--- src/rtl/vga_pkg.sv ---
// Shared 640x480@60 Hz timing constants and small helpers for the video path.
package vga_pkg;

    // Coordinate counter width; 799 and 524 both fit.
    localparam int CNT_W = 10;
    typedef logic [CNT_W-1:0] cnt_t;

    // Pixel clock divider from the 100 MHz board clock.
    localparam int CLK_DIV_DEF = 4;

    // Horizontal timing in pixels.
    localparam int H_ACTIVE_DEF = 640;
    localparam int H_FP_DEF     = 16;
    localparam int H_SYNC_DEF   = 96;
    localparam int H_BP_DEF     = 48;
    localparam int H_TOTAL_DEF  = H_ACTIVE_DEF + H_FP_DEF + H_SYNC_DEF + H_BP_DEF;

    // Vertical timing in lines.
    localparam int V_ACTIVE_DEF = 480;
    localparam int V_FP_DEF     = 10;
    localparam int V_SYNC_DEF   = 2;
    localparam int V_BP_DEF     = 33;
    localparam int V_TOTAL_DEF  = V_ACTIVE_DEF + V_FP_DEF + V_SYNC_DEF + V_BP_DEF;

    // Sync pulse windows (inclusive bounds).
    localparam int H_SYNC_START_DEF = H_ACTIVE_DEF + H_FP_DEF;
    localparam int H_SYNC_END_DEF   = H_SYNC_START_DEF + H_SYNC_DEF - 1;
    localparam int V_SYNC_START_DEF = V_ACTIVE_DEF + V_FP_DEF;
    localparam int V_SYNC_END_DEF   = V_SYNC_START_DEF + V_SYNC_DEF - 1;

    // Asserted sync level; 0 means active-low.
    localparam logic SYNC_POL_DEF = 1'b0;

    // True when lo <= v <= hi.
    function automatic logic in_window(input cnt_t v, input cnt_t lo, input cnt_t hi);
        return (v >= lo) && (v <= hi);
    endfunction

endpackage

--- src/rtl/pixel_tick_gen.sv ---
// Pixel clock enable: one-clk strobe every CLK_DIV board clocks.
module pixel_tick_gen
    import vga_pkg::*;
#(
    parameter int CLK_DIV = CLK_DIV_DEF
) (
    input  logic clk,
    input  logic rst_n,
    output logic pixelTick
);

    localparam int DW = $clog2(CLK_DIV);
    localparam logic [DW-1:0] DIV_LAST = DW'(CLK_DIV - 1);

    logic [DW-1:0] r_div_cnt;
    logic [DW-1:0] w_div_nxt;
    logic          r_tick;

    // Next divider value, wrapping at CLK_DIV-1.
    always_comb begin
        w_div_nxt = r_div_cnt;
        if (r_div_cnt == DIV_LAST) begin
            w_div_nxt = '0;
        end else begin
            w_div_nxt = r_div_cnt + DW'(1);
        end
    end

    // Divider register; the strobe is registered from the next count so it
    // is high exactly while the divider register holds CLK_DIV-1.
    always_ff @(posedge clk or negedge rst_n) begin
        if (!rst_n) begin
            r_div_cnt <= '0;
            r_tick    <= 1'b0;
        end else begin
            r_div_cnt <= w_div_nxt;
            r_tick    <= (w_div_nxt == DIV_LAST);
        end
    end

    assign pixelTick = r_tick;

endmodule

--- src/rtl/vga_sync.sv ---
// VGA timing generator: pixel coordinates, blanking, syncs and frame strobe.
// hsync/vsync lag x/y by one clk to line up with the renderer's rgb register.
module vga_sync
    import vga_pkg::*;
#(
    parameter int   CLK_DIV  = CLK_DIV_DEF,
    parameter int   H_ACTIVE = H_ACTIVE_DEF,
    parameter int   H_FP     = H_FP_DEF,
    parameter int   H_SYNC   = H_SYNC_DEF,
    parameter int   H_BP     = H_BP_DEF,
    parameter int   V_ACTIVE = V_ACTIVE_DEF,
    parameter int   V_FP     = V_FP_DEF,
    parameter int   V_SYNC   = V_SYNC_DEF,
    parameter int   V_BP     = V_BP_DEF,
    parameter logic SYNC_POL = SYNC_POL_DEF
) (
    input  logic             clk,
    input  logic             rst_n,
    output logic [CNT_W-1:0] x,
    output logic [CNT_W-1:0] y,
    output logic             videoOn,
    output logic             hsync,
    output logic             vsync,
    output logic             pixelTick,
    output logic             frameStart
);

    localparam int H_TOTAL = H_ACTIVE + H_FP + H_SYNC + H_BP;
    localparam int V_TOTAL = V_ACTIVE + V_FP + V_SYNC + V_BP;

    localparam cnt_t X_LAST   = cnt_t'(H_TOTAL - 1);
    localparam cnt_t Y_LAST   = cnt_t'(V_TOTAL - 1);
    localparam cnt_t X_ACT    = cnt_t'(H_ACTIVE);
    localparam cnt_t Y_ACT    = cnt_t'(V_ACTIVE);
    localparam cnt_t HS_START = cnt_t'(H_ACTIVE + H_FP);
    localparam cnt_t HS_END   = cnt_t'(H_ACTIVE + H_FP + H_SYNC - 1);
    localparam cnt_t VS_START = cnt_t'(V_ACTIVE + V_FP);
    localparam cnt_t VS_END   = cnt_t'(V_ACTIVE + V_FP + V_SYNC - 1);

    logic w_tick;
    cnt_t r_x;
    cnt_t r_y;
    cnt_t w_x_nxt;
    cnt_t w_y_nxt;
    logic w_wrap;
    logic w_video_nxt;
    logic w_hs_act;
    logic w_vs_act;
    logic r_video_on;
    logic r_hsync;
    logic r_vsync;
    logic r_frame_start;

    pixel_tick_gen #(
        .CLK_DIV (CLK_DIV)
    ) u_tick (
        .clk       (clk),
        .rst_n     (rst_n),
        .pixelTick (w_tick)
    );

    // Next coordinates: advance x on a pixel tick, carry into y, wrap the frame.
    always_comb begin
        w_x_nxt = r_x;
        w_y_nxt = r_y;
        w_wrap  = 1'b0;
        if (w_tick) begin
            if (r_x == X_LAST) begin
                w_x_nxt = '0;
                if (r_y == Y_LAST) begin
                    w_y_nxt = '0;
                    w_wrap  = 1'b1;
                end else begin
                    w_y_nxt = r_y + cnt_t'(1);
                end
            end else begin
                w_x_nxt = r_x + cnt_t'(1);
            end
        end else begin
            w_x_nxt = r_x;
            w_y_nxt = r_y;
        end
    end

    // Decodes: blanking from the next coordinates, syncs from the current ones.
    always_comb begin
        w_video_nxt = (w_x_nxt < X_ACT) && (w_y_nxt < Y_ACT);
        w_hs_act    = in_window(r_x, HS_START, HS_END);
        w_vs_act    = in_window(r_y, VS_START, VS_END);
    end

    // Coordinate counters and registered outputs.
    always_ff @(posedge clk or negedge rst_n) begin
        if (!rst_n) begin
            r_x           <= '0;
            r_y           <= '0;
            r_video_on    <= 1'b0;
            r_hsync       <= ~SYNC_POL;
            r_vsync       <= ~SYNC_POL;
            r_frame_start <= 1'b0;
        end else begin
            r_x           <= w_x_nxt;
            r_y           <= w_y_nxt;
            r_video_on    <= w_video_nxt;
            r_hsync       <= w_hs_act ? SYNC_POL : ~SYNC_POL;
            r_vsync       <= w_vs_act ? SYNC_POL : ~SYNC_POL;
            r_frame_start <= w_wrap;
        end
    end

    assign x          = r_x;
    assign y          = r_y;
    assign videoOn    = r_video_on;
    assign hsync      = r_hsync;
    assign vsync      = r_vsync;
    assign pixelTick  = w_tick;
    assign frameStart = r_frame_start;

endmodule

--- config.mk ---
export PLATFORM = sky130hd
export DESIGN_NAME = vga_sync
export DESIGN_NICKNAME = d
export VERILOG_FILES = /design/src/rtl/vga_pkg.sv /design/src/rtl/pixel_tick_gen.sv /design/src/rtl/vga_sync.sv
export SDC_FILE = /design/constraint.sdc
export NUM_CORES = 1
export LEC_CHECK = 0
export BUFFER_PORTS_ARGS = -buffer_cell sky130_fd_sc_hd__buf_4
export CORE_MARGIN = 2
export CORE_UTILIZATION = 40
export DETAILED_ROUTE_END_ITERATION = 7
export GPL_TIMING_DRIVEN = 0
export HOLD_SLACK_MARGIN = 0.05
export SETUP_SLACK_MARGIN = 0.3
export SYNTH_ARGS = -nofsm -noshare
export SYNTH_HDL_FRONTEND = slang
export SYNTH_SLANG_ARGS = --single-unit
--- constraint.sdc ---
create_clock -name clk -period 3.7 [get_ports clk]
set_clock_uncertainty 0.05 [all_clocks]
set_input_delay 0.555 -clock clk [delete_from_list [all_inputs] [get_ports clk]]
set_output_delay 0.555 -clock clk [all_outputs]
set_load 0.01 [all_outputs]
# Yosys cells after proc, flatten, opt, wreduce, memory -nomap -nowiden
# Cells that the tools add are included.
# totals
reg_bits,27
latch_bits,0
ram_bits,0
mem_bits_ro,0
input_bits,2
output_inout_bits,25
wordCells,35
mem_count,0
# op_classes
add_sub_neg,3
multipliers,0
div,0
n_lt_le_gt_ge,6
eq_ne,4
n_shift,0
muxes,11
bitwise,0
n_reduce_logical,3
# op_table
cell,count
2-to-1 mux 10 bit,5
adder 10 x 1 -> 10 bit (second input constant),2
== test 10 bit (second input constant),2
greater-or-equal comparator 10 bit (second input constant),1
greater-or-equal comparator 10 x 9 -> 1 bit (second input constant),1
less-or-equal comparator 10 bit (second input constant),1
less-or-equal comparator 10 x 9 -> 1 bit (second input constant),1
< comparator 10 bit (second input constant),1
< comparator 10 x 9 -> 1 bit (second input constant),1
2-to-1 mux 1 bit,5
== test 2 bit (second input constant),2
logical AND 1 bit,3
adder 2 x 1 -> 2 bit (second input constant),1
2-to-1 mux 2 bit,1

# Logic depth before layout (Yosys ltp)
# Gate-level depths: netlist of run 1.
# depth
ltp_word,6
depth_mapped,7
ltp_nobuf,7

# By module
# From an unflattened synthesis of run 1, not the netlist that was laid out.
# unflattened
hier_cells,154
hier_area_um2,1492.7
# modules_own_cells
module,n_inst,cells_per_inst,area_each_um2,seq_area_each_um2
vga_sync,1,146,1381.3,603.1
pixel_tick_gen,1,8,111.4,75.1

# Least setup slack after synthesis of run 1
# No wires, ideal clock.
# synth_path
kind,register to register
startpoint,register r_x[0] (netlist: x[0])
endpoint,register r_video_on (netlist: videoOn)
setup_ns,0.126
arrival_time_ns,1.824
required_ns,3.524
path_slack_ns,1.700
path_stages_with_launch,7
n_path_buf,0
period_less_slack_ns,2.000
path_cell_list,dfrtp_1 ha_1 nand4bb_4 nor4_4 nand4_1 xor2_1 o311a_1
# synth_via
elab_chain_cells,5
elab_cells_between_ends,9
cone_classes,add/sub: 1; order compare: 2; eq/ne: 1; mux: 4; reduce/logical: 1
# synth_lines
item,line_no,text
"start, declared",vga_sync.sv:41,cnt_t r_x;
"start signal, assigned",vga_sync.sv:102,r_x <= w_x_nxt;
adder 10 x 1 -> 10 bit / == test 10 bit (equally long branches),"vga_sync.sv:77, vga_sync.sv:68",
2-to-1 mux 10 bit,vga_sync.sv:68,if (r_x == X_LAST) begin
2-to-1 mux 10 bit,vga_sync.sv:67,if (w_tick) begin
< comparator 10 bit / < comparator 10 x 9 -> 1 bit (equally long branches),vga_sync.sv:87,w_video_nxt = (w_x_nxt < X_ACT) && (w_y_nxt < Y_ACT);
logical AND 1 bit *,vga_sync.sv:87,
named net w_video_nxt,vga_sync.sv:46,logic w_video_nxt;
"end signal, assigned",vga_sync.sv:104,r_video_on <= w_video_nxt;
"end, declared",vga_sync.sv:49,logic r_video_on;
# The timed path passes the listed nets; every way through them passes the cells marked *.

# Final worst setup path of run 1
# layout_path
startpoint,register r_x[1] (netlist: x[1])
endpoint,register r_video_on (netlist: videoOn)
# Same word-level chain as after synthesis.

==> metrics.md, run 1 <==
| Metric | Value |
|---|---|
| Clock buffer depth | 2 |
| Core Region | 0.00361 mm² |
| Hold crit path type | primary input to asynchronous set/reset pin |
| Row count | 22 |
| Slowest CP cell | nor4_4 |
| # diodes | 0 |
| Initial Util | 40.7% |
| DR vias | 1155 |
| TNS Setup | 0 ns |
| CTS Hold Bufs | 0 |
| Worst Max-Slew Pin Slew | 0.562 ns |
| Post-place setup slack | 1.45 ns |
| Post-Syn Area per Cell | 10.1 µm² |
| Count of final setup violators | 0 |
| Crit Path Class | flop to flop |
| Startpoint Class | flop |
| Clock power share | 35.1% |
| Switch share | 19.6% |
| Post-cts sizing count | 0 |
| Clock transition at path regs | 0.09 ns |
| Initial DRC Count | 63 |
| Number of global-route vias before repair | 1110 |
| Residual DRC count | 0 |
| RSZ-0062 raised after global routing | false |
| Async set-or-reset flop fraction in the synthesized netlist | 100% |
| CP arrival | 2.35 ns |
| H-tree levels | 1 |
| Global route overflow | 0 |
| Switching pwr | 91.0 µW |
| Antenna violations before repair | 0 |
| Seq pwr share | 63.6% |
| Layout area overhead | 20.5% |
| Syn Nets | 154 |
| Outcome | finished, final reports clean |
| Area of the multi-input gates | 724 µm² |
| Share of cells above drive strength 1 | 23.4% |
| Final Net Count | 185 |
| Die area | 0.00417 mm² |
| Primary FF master, synth | dfrtp_1 |
| GP Congestion | 0.869 |
| Post-synthesis cell type count | 42 |
| Peak supply drop | 138 µV |
| Internal power | 373 µW |
| Clock Latency Late Sink | 0.26 ns |
| Fmax | 0.446 GHz |
| Util after Layout | 49.0% |
| EDFF count, synth | 0 |
| Inserted Clock Buffers | 3 |
| Tot GR Track Use | 15.8% |
| Routed length per instance | 13.2 µm |
| Min setup slack post-route | 1.46 ns |
| Reg2Reg Setup Slack | 1.46 ns |
| Storage cell area | 678 µm² |
| Crit-path max FO | 9 |
| Worst Path Required | 3.80 ns |
| Pin count of the biggest net entering global routing | 28 |
| Post-CTS setup repair buffer count | 0 |
| CTS Root Cell | clkbuf_8 |
| HPWL after DPL | 2.13 mm |
| Ports | 27 |
| Synthesis Warnings | 0 |
| Critical Path End Type | flop |
| CP peak stage delay | 0.51 ns |
| Combinational Power Share | 1.3% |
| First drt pass iteration count | 4 |
| CTS tree | done |
| Die height | 64.6 µm |
| DIE WIDTH | 64.6 µm |
| Vias/cell | 5.18 |
| Crit share post-route | 60.6% |
| Static Leak | 0.000816 µW |
| Slew HR | 62.2% |
| R2R depth | 6 |
| ANT nets after route | 0 |
| Reg2reg end | videoOn |
| Post-Synthesis Cell Area | 0.00147 mm² |
| Post-synthesis register bit count | 27 |
| First-pass GRT wire length | 5.15 mm |
| Final Hold Viols | 0 |
| Post-synthesis cell count | 145 |
| PD cells | 262 mW/mm² |
| R2r startpoint | x[1] |
| Slew Viols, Final | 0 |
| FILL cells | 356 |
| Period minus WS final | 2.24 ns |
| Buffers on Ports | 26 |
| Sequential area share after synthesis | 46.2% |
| DRT Wirelength | 2.94 mm |
| CTS sink cnt | 27 |
| Critical-path cell list | ha_1 -> nand4bb_4 -> nor4_4 -> nand4_1 -> xor2_1 -> o311a_1 |
| Max Cap Violations | 0 |
==> registers in the layout (all words and copies together), names as in the netlist <==
name              flops
frameStart            1
hsync                 1
u_tick.pixelTick      1
u_tick.r_div_cnt      2
videoOn               1
vsync                 1
x                    10
y                    10
==> synthesized netlist by cell type (all sizes together) (2+ instances only) <==
master	number	area share (%)
dfrtp	25	43
nand2	16	4.1
inv	12	3.1
nor2	10	2.6
o21ai	10	3.4
ha	7	6.0
nand4	7	3.0
xnor2	5	3.0
xor2	5	3.0
and3	4	1.8
and4	3	1.8
buf	3	1.4
nor3	3	1.0
a21oi	2	0.68
a31oi	2	0.85
and2	2	0.85
and3b	2	1.2
and4bb	2	1.7
dfstp	2	3.6
nand3	2	0.68
nand4bb	2	3.0
nor2b	2	0.85
nor4	2	1.9
or2	2	0.85
or4	2	1.0
==> kinds of logic (layout without fill, tap and decap cells) <==
kind of cell	after synthesis	in the layout	synth area share, %
xor gates and xnor gates	10	10	5.97
and+or+nand+nor	63	63	27.5
AOI/OAI and AO/OA	23	23	9.98
adders and majority gates	7	7	5.97
DFF	27	27	46.2
buffers and inverters	15	45	4.43
==> layout by cell type, fill, tap and decap left out, drive strengths merged, types with 2 or more instances in the layout <==
master / n
buf: 29
dfrtp: 25
nand2: 16
inv: 12
nor2: 10
o21ai: 10
nand4: 7
ha: 7
xnor2: 5
xor2: 5
and3: 4
clkbuf: 4
and4: 3
nor3: 3
nor2b: 2
and2: 2
nand3: 2
or2: 2
and3b: 2
a21oi: 2
or4: 2
a31oi: 2
dfstp: 2
nand4bb: 2
nor4: 2
and4bb: 2
==> power by group through the flow <==
stage / sequential (µW) / clock, µW / combinational (µW)
2_1_floorplan: 301 / 0 / 0.000308
3_3_place_gp: 301 / 0 / 6.62
6_report: 295 / 163 / 6.03
3_5_place_dp: 301 / 0 / 6.88
5_1_grt: 295 / 188 / 7.56
4_1_cts: 295 / 171 / 6.89
==> critical path, delay by kind of cell (launching register included) <==
kind	cells	cell delay, ns
AND/OR/NAND/NOR	3	0.85
flip-flops	1	0.40
AO/OA/AOI/OAI	1	0.36
adder cells (fa/ha/maj)	1	0.28
XOR/XNOR	1	0.19
==> per-layer routing <==
layer | vias up | wire length (µm) | part of all wire [%] | track usage (%)
li1 | 578 | - | - | -
met1 | 563 | 1420 | 48 | 22.0
met2 | 12 | 1430 | 49 | 25.3
met3 | 2 | 66 | 2.2 | 2.08
met4 | 0 | 23 | 0.78 | 5.59
met5 | - | 0 | 0 | 0
==> metrics by stage <==
step | area, µm² | std cells | total power (µW) | hold WS (ns)
3_5_place_dp | 1720 | 219 | 308 | 0.404
4_1_cts | 1770 | 223 | 473 | 0.146
2_1_floorplan | 1470 | 145 | 301 | 0.209
3_3_place_gp | 1720 | 219 | 307 | 0.384
6_report | 1770 | 223 | 464 | 0.129
5_1_grt | 1770 | 223 | 491 | 0.142
==> cell type report <==
type                    count  share of cell area (%)
clock buffers               4                    2.55
repair buffers             26                    11.0
flip-flops and latches     27                    38.4
plain buffers               3                    1.13
well taps                  48                    3.40
multi-input cells         103                    41.0
inverters                  12                    2.55
==> worst max-delay path by stage <==
stage,slack (ns),cells past startpoint,from,end
after floorplan,1.70,6,x[0],videoOn
after global placement,1.43,6,x[1],videoOn
after detailed placement,1.45,6,x[0],videoOn
after CTS,1.44,6,x[0],videoOn
after global routing,1.28,6,x[1],videoOn
final,1.46,6,x[1],videoOn
No activity file was read; power rests on OpenSTA's default activity.
==> run 2: changes to the inputs <==
--- a/config.mk
+++ b/config.mk
@@ -5,6 +5,7 @@
 export SDC_FILE = /design/constraint.sdc
 export NUM_CORES = 1
 export LEC_CHECK = 0
+export ABC_AREA = 1
 export BUFFER_PORTS_ARGS = -buffer_cell sky130_fd_sc_hd__buf_4
 export CORE_MARGIN = 2
 export CORE_UTILIZATION = 40
==> constraint.sdc (replaced) <==
create_clock -name clk -period 2.1 [get_ports clk]
set_clock_uncertainty 0.05 [all_clocks]
set_input_delay 0.315 -clock clk [delete_from_list [all_inputs] [get_ports clk]]
set_output_delay 0.315 -clock clk [all_outputs]
set_load 0.01 [all_outputs]
==> run 2 against run 1 <==
Die area up 13%. Sequential power up 76%. Via count up 27%. Largest cell class unchanged. Cell count up 35%. Count of clock-buffer cells in the layout unchanged. Core utilization up 1.1 points. Worst setup slack worse by 1.0 ns. Total power up 80%. Highest routed layer unchanged.
==> metrics.md, run 2 <==
| Metric | Value |
|---|---|
| Outcome | finished, final reports clean |
| Most frequent cells in the layout | 49 x nand2_1, 34 x inv_1, 28 x buf_4 |
| Commonest non-fill, non-tap cell in the layout | nand2_1 |
| Metal-1 WL | 1.74 mm (+22%) |
| Final Non-Filler Cells | 302 (+35%) |
| Static Leak | 0.00102 µW (+25%) |
| Count of final setup violators | 0 (unchanged) |
| Cells taking the most area after synthesis | dfrtp_1 38%, nand2_1 11%, inv_1 7.7% |
| Min setup slack post-route | 0.430 ns (-1.03 ns) |
| Period minus WS final | 1.67 ns (-0.572 ns) |
| HPWL after DPL | 2.71 mm (+27%) |
| Vias/cell | 4.84 (-6.5%) |
| Critical Path End Type | flop |
| Number of global-route vias before repair | 1387 (+25%) |
| DRT Wirelength | 3.53 mm (+20%) |
| DIE WIDTH | 68.5 µm (+6.1%) |
| Fmax | 0.599 GHz (+34%) |
| Clock buffer depth | 2 (unchanged) |
| Met3 routed WL | 155 µm (+130%) |
| Final Net Count | 262 (+42%) |
| CP delay by family, top | simple AND/OR/NAND/NOR gates |
| CTS tree | done |
| Layout area overhead | 20.5% (about the same) |
| Post-place setup slack | 0.350 ns (-1.10 ns) |
| Hold crit path type | flop to flop |
| Worst Path Required | 2.23 ns (-1.57 ns) |
| DR vias | 1463 (+27%) |
| Buffers on Ports | 26 (unchanged) |
| H-tree levels | 1 (unchanged) |
| Primary FF master, synth | dfrtp_1 |
| Area of the multi-input gates | 833 µm² (+15%) |
| Crit Path Class | flop to flop |
| R2R depth | 8 (+2) |
| RSZ-0062 raised after global routing | false |
| Die height | 68.5 µm (+6.1%) |
| Share of cells above drive strength 1 | 27.4% (+4.0 points) |
| Startpoint Class | flop |
| Initial DRC Count | 37 (-41%) |
| Commonest cells in the netlist | 49 x nand2_1, 34 x inv_1, 25 x dfrtp_1 |
| Storage cell area | 681 µm² (+0.37%) |
| Slowest CP cell | dfrtp_1 |
| Antenna violations before repair | 0 (unchanged) |
| Synthesis Warnings | 0 (unchanged) |
| CTS sink cnt | 27 (unchanged) |
| Slew Viols, Final | 0 (unchanged) |
| Syn Nets | 228 (+48%) |
| Tot GR Track Use | 17.4% (+1.6 points) |
| Clock Latency Late Sink | 0.28 ns (+0.02 ns) |
| Post-synthesis cell type count | 27 (-36%) |
| Yosys top cell area share | 37.6% (-5.0 points) |
| Area of placed instances | 0.00192 mm² (+12%) |
| TNS Setup | 0 ns (unchanged) |
| Crit share post-route | 79.5% (+19 points) |
| First-pass GRT wire length | 6.07 mm (+18%) |
| Core Region | 0.00400 mm² (+11%) |
| Post-synthesis register bit count | 27 (unchanged) |
| CP peak stage delay | 0.39 ns (-0.12 ns) |
| Max Cap Violations | 0 (unchanged) |
| PD cells | 417 mW/mm² (+59%) |
| Top Metal Used | met4 |
| Post-Synthesis Cell Area | 0.00166 mm² (+13%) |
| Critical-path cell list | ha_2 -> nand2_1 -> nor2_4 -> nand4_4 -> o21ai_1 -> nand2_1 -> nor2_2 -> a21oi_2 |
| Crit path top cell by count | nand2_1 |
| Post-synthesis cell count | 219 (+51%) |
| CTS Root Cell | clkbuf_8 |
| Routed length per instance | 11.7 µm (-11%) |
| CP arrival | 1.80 ns (-0.55 ns) |
| First drt pass iteration count | 4 (unchanged) |
| Util after Layout | 50.1% (+1.1 points) |
| Cell count after placement | 295 (+35%) |
| Peak supply drop | 262 µV (+89%) |
| CP Depth | 8 (+2) |
| Synth area leader | dfrtp_1 |
| Sequential area share after synthesis | 40.8% (-5.5 points) |
| Final Hold Viols | 0 (unchanged) |
| Async set-or-reset flop fraction in the synthesized netlist | 100% (unchanged) |
| WHS Path Cells | 1 |
| Global route overflow | 0 (unchanged) |
| DR WL met2 | 1.58 mm (+11%) |
| Count leader, synth | nand2_1 |
| Initial Util | 41.6% (+0.90 points) |
| # diodes | 0 (unchanged) |
| Inserted Clock Buffers | 3 (unchanged) |
| Cell area after layout | 0.00201 mm² (+13%) |
| WP buf/inv | 0 (unchanged) |
| Slew HR | 77.5% (+15 points) |
| Clock transition at path regs | 0.10 ns (about the same) |
| GP Congestion | 0.828 (-4.8%) |
| Residual DRC count | 0 (unchanged) |
| FILL cells | 403 (+13%) |
| Row count | 23 (+4.5%) |
| Crit-path max FO | 7 (-2) |
| ANT nets after route | 0 (unchanged) |
| Worst Max-Slew Pin Slew | 0.335 ns (-0.227 ns) |
| Pin count of the biggest net entering global routing | 28 (unchanged) |
| Post-Syn Area per Cell | 7.60 µm² (-25%) |
| EDFF count, synth | 0 (unchanged) |
| Ports | 27 (unchanged) |
| Die area | 0.00469 mm² (+13%) |
[run 2: cell types whose count changed after synthesis, moves of 4 or more]
| cell | before | now |
|---|---|---|
| nand2_1 | 16 | 49 |
| inv_1 | 12 | 34 |
| nand3_1 | 2 | 20 |
| nor2_1 | 10 | 20 |
| nor2_2 | 0 | 8 |
| inv_2 | 0 | 5 |
| xnor2_1 | 5 | 0 |
| nand2_2 | 0 | 4 |
| xor2_1 | 5 | 1 |
[run 2: through the flow]
step                power, µW  hold WS [ns]
detailed placement        542         0.206
finish                    836         0.405
global route              864         0.438
global placement          542         0.198
floorplan                 530       -0.0306
CTS                       847         0.408
[run 2: worst reg2reg max path: cells and delay by family (launching register included)]
| kind | cells | cell delay, ns |
|---|---|---|
| AO/OA/AOI/OAI | 2 | 0.24 |
| adder cells (fa/ha/maj) | 1 | 0.22 |
| flip-flops | 1 | 0.39 |
| AND/OR/NAND/NOR | 5 | 0.67 |
[run 2: where the power goes]
group	switching [µW]	leakage, µW	internal [µW]
combinational	9.94	0.000647	2.48
clock	167	0.0000228	136
sequential	0	0.000347	520
total	177	0.00102	658
[run 2: layer usage]
| metal | track usage, % | vias to the layer above |
|---|---|---|
| met3 | 2.27 | 5 |
| met4 | 6.75 | 0 |
| met1 | 24.4 | 662 |
| met5 | 0 | - |
| met2 | 27.2 | 27 |
| li1 | - | 769 |
[run 2: final timing paths]
kind	startpoint	to	slack, ns
worst max-delay path	x[1]	videoOn	0.43
worst min-delay path	u_tick.r_div_cnt[0]	u_tick.r_div_cnt[0]	0.40
worst max register to register	x[1]	videoOn	0.43
worst min register to register	u_tick.r_div_cnt[0]	u_tick.r_div_cnt[0]	0.40
max in group asynchronous	rst_n	hsync	1.25
min in group asynchronous	rst_n	y[7]	0.43
[run 2: timing repair]
action,4_1_cts,5_1_grt
endpoints found under the hold margin,25,0
hold buffers,1,0
setup endpoints to repair,0,1
setup buffers,0,2
resized for setup,0,6
[run 2: kinds of logic after synthesis]
kind of cell / Yosys count / synth area share (%)
XOR/XNOR: 1 / 0.526
adder cells (fa/ha/maj): 7 / 5.26
AO/OA/AOI/OAI: 17 / 6.09
flip-flops: 27 / 40.8
AND/OR/NAND/NOR: 124 / 37.5
buffers and inverters: 43 / 9.85
[run 2: final cells by class]
class                      count  area share, %
tap                           50           3.12
timing repair buffer          29           11.0
inverter                      41           7.67
sequential                    27           33.9
buffer                         2          0.499
clock buffer                   4           2.25
multi-input combinational    149           41.5
==> run 3: changes to the inputs <==
--- a/config.mk
+++ b/config.mk
@@ -5,7 +5,7 @@
 export SDC_FILE = /design/constraint.sdc
 export NUM_CORES = 1
 export LEC_CHECK = 0
-export ABC_AREA = 1
+export ABC_AREA = 0
 export BUFFER_PORTS_ARGS = -buffer_cell sky130_fd_sc_hd__buf_4
 export CORE_MARGIN = 2
 export CORE_UTILIZATION = 40
==> constraint.sdc (replaced) <==
create_clock -name clk -period 1.5 [get_ports clk]
set_clock_uncertainty 0.05 [all_clocks]
set_input_delay 0.225 -clock clk [delete_from_list [all_inputs] [get_ports clk]]
set_output_delay 0.225 -clock clk [all_outputs]
set_load 0.01 [all_outputs]
==> run 3 against run 2 <==
The run now ends with negative setup slack left. Total power increased by 38%. Worst hold slack got worse by 0.068 ns. Via count decreased by 2.7%. Sequential power increased by 40%. Register-to-register slack got worse by 0.85 ns. Flip-flop and latch count unchanged. Maximum frequency decreased by 13%. Cell area increased by 20%. Count of clock-buffer cells in the layout unchanged. Sequential share of layout area decreased by 4.8 points.
==> metrics.md, run 3 (same netlist as run 1, synthesis figures left out) <==
| Metric | Value |
|---|---|
| Outcome | finished, violations left |
| Failing checks | negative setup slack |
| Initial DRC Count | 130 (+250%) |
| Area of placed instances | 0.00178 mm² (-7.4%) |
| PD cells | 481 mW/mm² (+15%) |
| Share of cells above drive strength 1 | 58.7% (+31 points) |
| Crit-path max FO | 6 (-1) |
| CTS tree | done |
| RSZ-0062 raised after global routing | true |
| Static Leak | 0.00108 µW (+6.2%) |
| Initial Util | 40.7% (-0.90 points) |
| Inserted Clock Buffers | 3 (unchanged) |
| DIE WIDTH | 64.6 µm (-5.7%) |
| CP peak stage delay | 0.46 ns (+0.07 ns) |
| Worst Max-Slew Pin Slew | 0.343 ns (+0.00737 ns) |
| CTS sink cnt | 27 (unchanged) |
| Core Region | 0.00361 mm² (-9.9%) |
| HPWL after DPL | 2.26 mm (-17%) |
| Die height | 64.6 µm (-5.7%) |
| Final Hold Viols | 0 (unchanged) |
| Peak supply drop | 588 µV (+120%) |
| Period minus WS final | 1.92 ns (+0.249 ns) |
| Global route overflow | 0 (unchanged) |
| H-tree levels | 1 (unchanged) |
| ANT nets after route | 0 (unchanged) |
| DR vias | 1423 (-2.7%) |
| Vias/cell | 5.35 (+10%) |
| Row count | 22 (-4.3%) |
| Hold crit path type | primary input to asynchronous set/reset pin |
| Buffers on Ports | 26 (unchanged) |
| Tot Pwr | 1160 µW (+38%) |
| Min setup slack post-route | -0.419 ns (-0.849 ns) |
| Clock buffer depth | 2 (unchanged) |
| DRT Wirelength | 4.31 mm (+22%) |
| Slew Viols, Final | 0 (unchanged) |
| Crit share post-route | 128% (+48 points) |
| TNS Setup | -3.38 ns (-3.38 ns) |
| Layout area overhead | 63.8% |
| Slowest CP cell | dfrtp_2 |
| Residual DRC count | 0 (unchanged) |
| Tot GR Track Use | 18.2% (+0.81 points) |
| Critical Path End Type | flop |
| Clock Latency Late Sink | 0.27 ns (about the same) |
| Count of final setup violators | 15 (+15) |
| Routed length per instance | 16.2 µm (+39%) |
| Worst Path Required | 1.61 ns (-0.62 ns) |
| Util after Layout | 66.7% (+17 points) |
| Commonest non-fill, non-tap cell in the layout | buf_4 |
| Clock transition at path regs | 0.09 ns (about the same) |
| Startpoint Class | flop |
| CP delay by family, top | simple AND/OR/NAND/NOR gates |
| First drt pass iteration count | 4 (unchanged) |
| # diodes | 0 (unchanged) |
| Final Net Count | 228 (-13%) |
| Max Cap Violations | 0 (unchanged) |
| Ports | 27 (unchanged) |
| Antenna violations before repair | 0 (unchanged) |
| Die area | 0.00417 mm² (-11%) |
| Pin count of the biggest net entering global routing | 28 (unchanged) |
| Critical-path cell list | nand3b_1 -> nor4_4 -> buf_4 -> nand4_1 -> xor2_1 -> o311a_1 |
| Number of global-route vias before repair | 1211 (-13%) |
| CTS Root Cell | clkbuf_8 |
| FILL cells | 268 (-33%) |
| First-pass GRT wire length | 5.86 mm (-3.5%) |
| GP Congestion | 0.815 (-1.5%) |
| Crit Path Class | flop to flop |
| Fmax | 0.521 GHz (-13%) |
| WP buf/inv | 1 (+1) |
| CP arrival | 2.03 ns (+0.23 ns) |
| Cell area after layout | 0.00240 mm² (+20%) |
| Post-place setup slack | -0.657 ns (-1.01 ns) |
| Most frequent cells in the layout | 40 x buf_4, 31 x buf_6, 17 x dfrtp_2 |
| Slew HR | 77.1% (-0.32 points) |
[run 3: final cells by class]
type | instances | area (µm²) | area share (%)
Multi-Input combinational cell | 103 | 892 | 37.1
Sequential cell | 27 | 699 | 29.1
Timing Repair Buffer | 69 | 629 | 26.2
Tap cell | 48 | 60.1 | 2.50
Inverter | 12 | 47.5 | 1.98
Clock buffer | 4 | 45.0 | 1.87
Buffer | 3 | 30.0 | 1.25
[run 3: metal layers]
metal	vias to the layer above	routed length [µm]	track usage, %
li1	666	-	-
met1	688	1810	24.4
met2	55	2130	28.6
met3	14	258	4.17
met4	0	112	6.91
met5	-	0	0
[run 3: stage by stage]
stage	hold WS [ns]	instances
6_report	0.337	266
3_5_place_dp	0.111	219
2_1_floorplan	-0.121	145
4_1_cts	0.352	244
5_1_grt	0.368	266
3_3_place_gp	0.104	219
[run 3: power breakdown]
group	internal, µW	switching, µW
Sequential	727	0
Clock	190	221
Combinational	3.46	13.7
[run 3: worst paths after layout]
kind | start | end | slack [ns] | cells past startpoint
max in group asynchronous | rst_n | vsync | 0.76 | 2
setup / recovery | x[7] | videoOn | -0.42 | 6
setup reg to reg | x[7] | videoOn | -0.42 | 6
min in group clk | u_tick.r_div_cnt[0] | u_tick.r_div_cnt[0] | 0.41 | 1
hold reg to reg | u_tick.r_div_cnt[0] | u_tick.r_div_cnt[0] | 0.41 | 1
hold / removal | rst_n | x[4] | 0.34 | 2
[run 3: worst reg2reg max path, delay by kind of cell (launching register included)]
kind / cells / cell delay [ns]
AND/OR/NAND/NOR: 3 / 0.60
flip-flops: 1 / 0.46
AO/OA/AOI/OAI: 1 / 0.33
buffers and inverters: 1 / 0.18
XOR/XNOR: 1 / 0.18
[run 3: timing repair]
action                                  CTS  global route
hold buffers                              1             0
hold endpoints to repair                 25             0
endpoints found under the setup margin   22            43
gates cloned                              0             0
setup buffers                            20            22
pin swaps                                10            18
gates resized for setup                  31            44
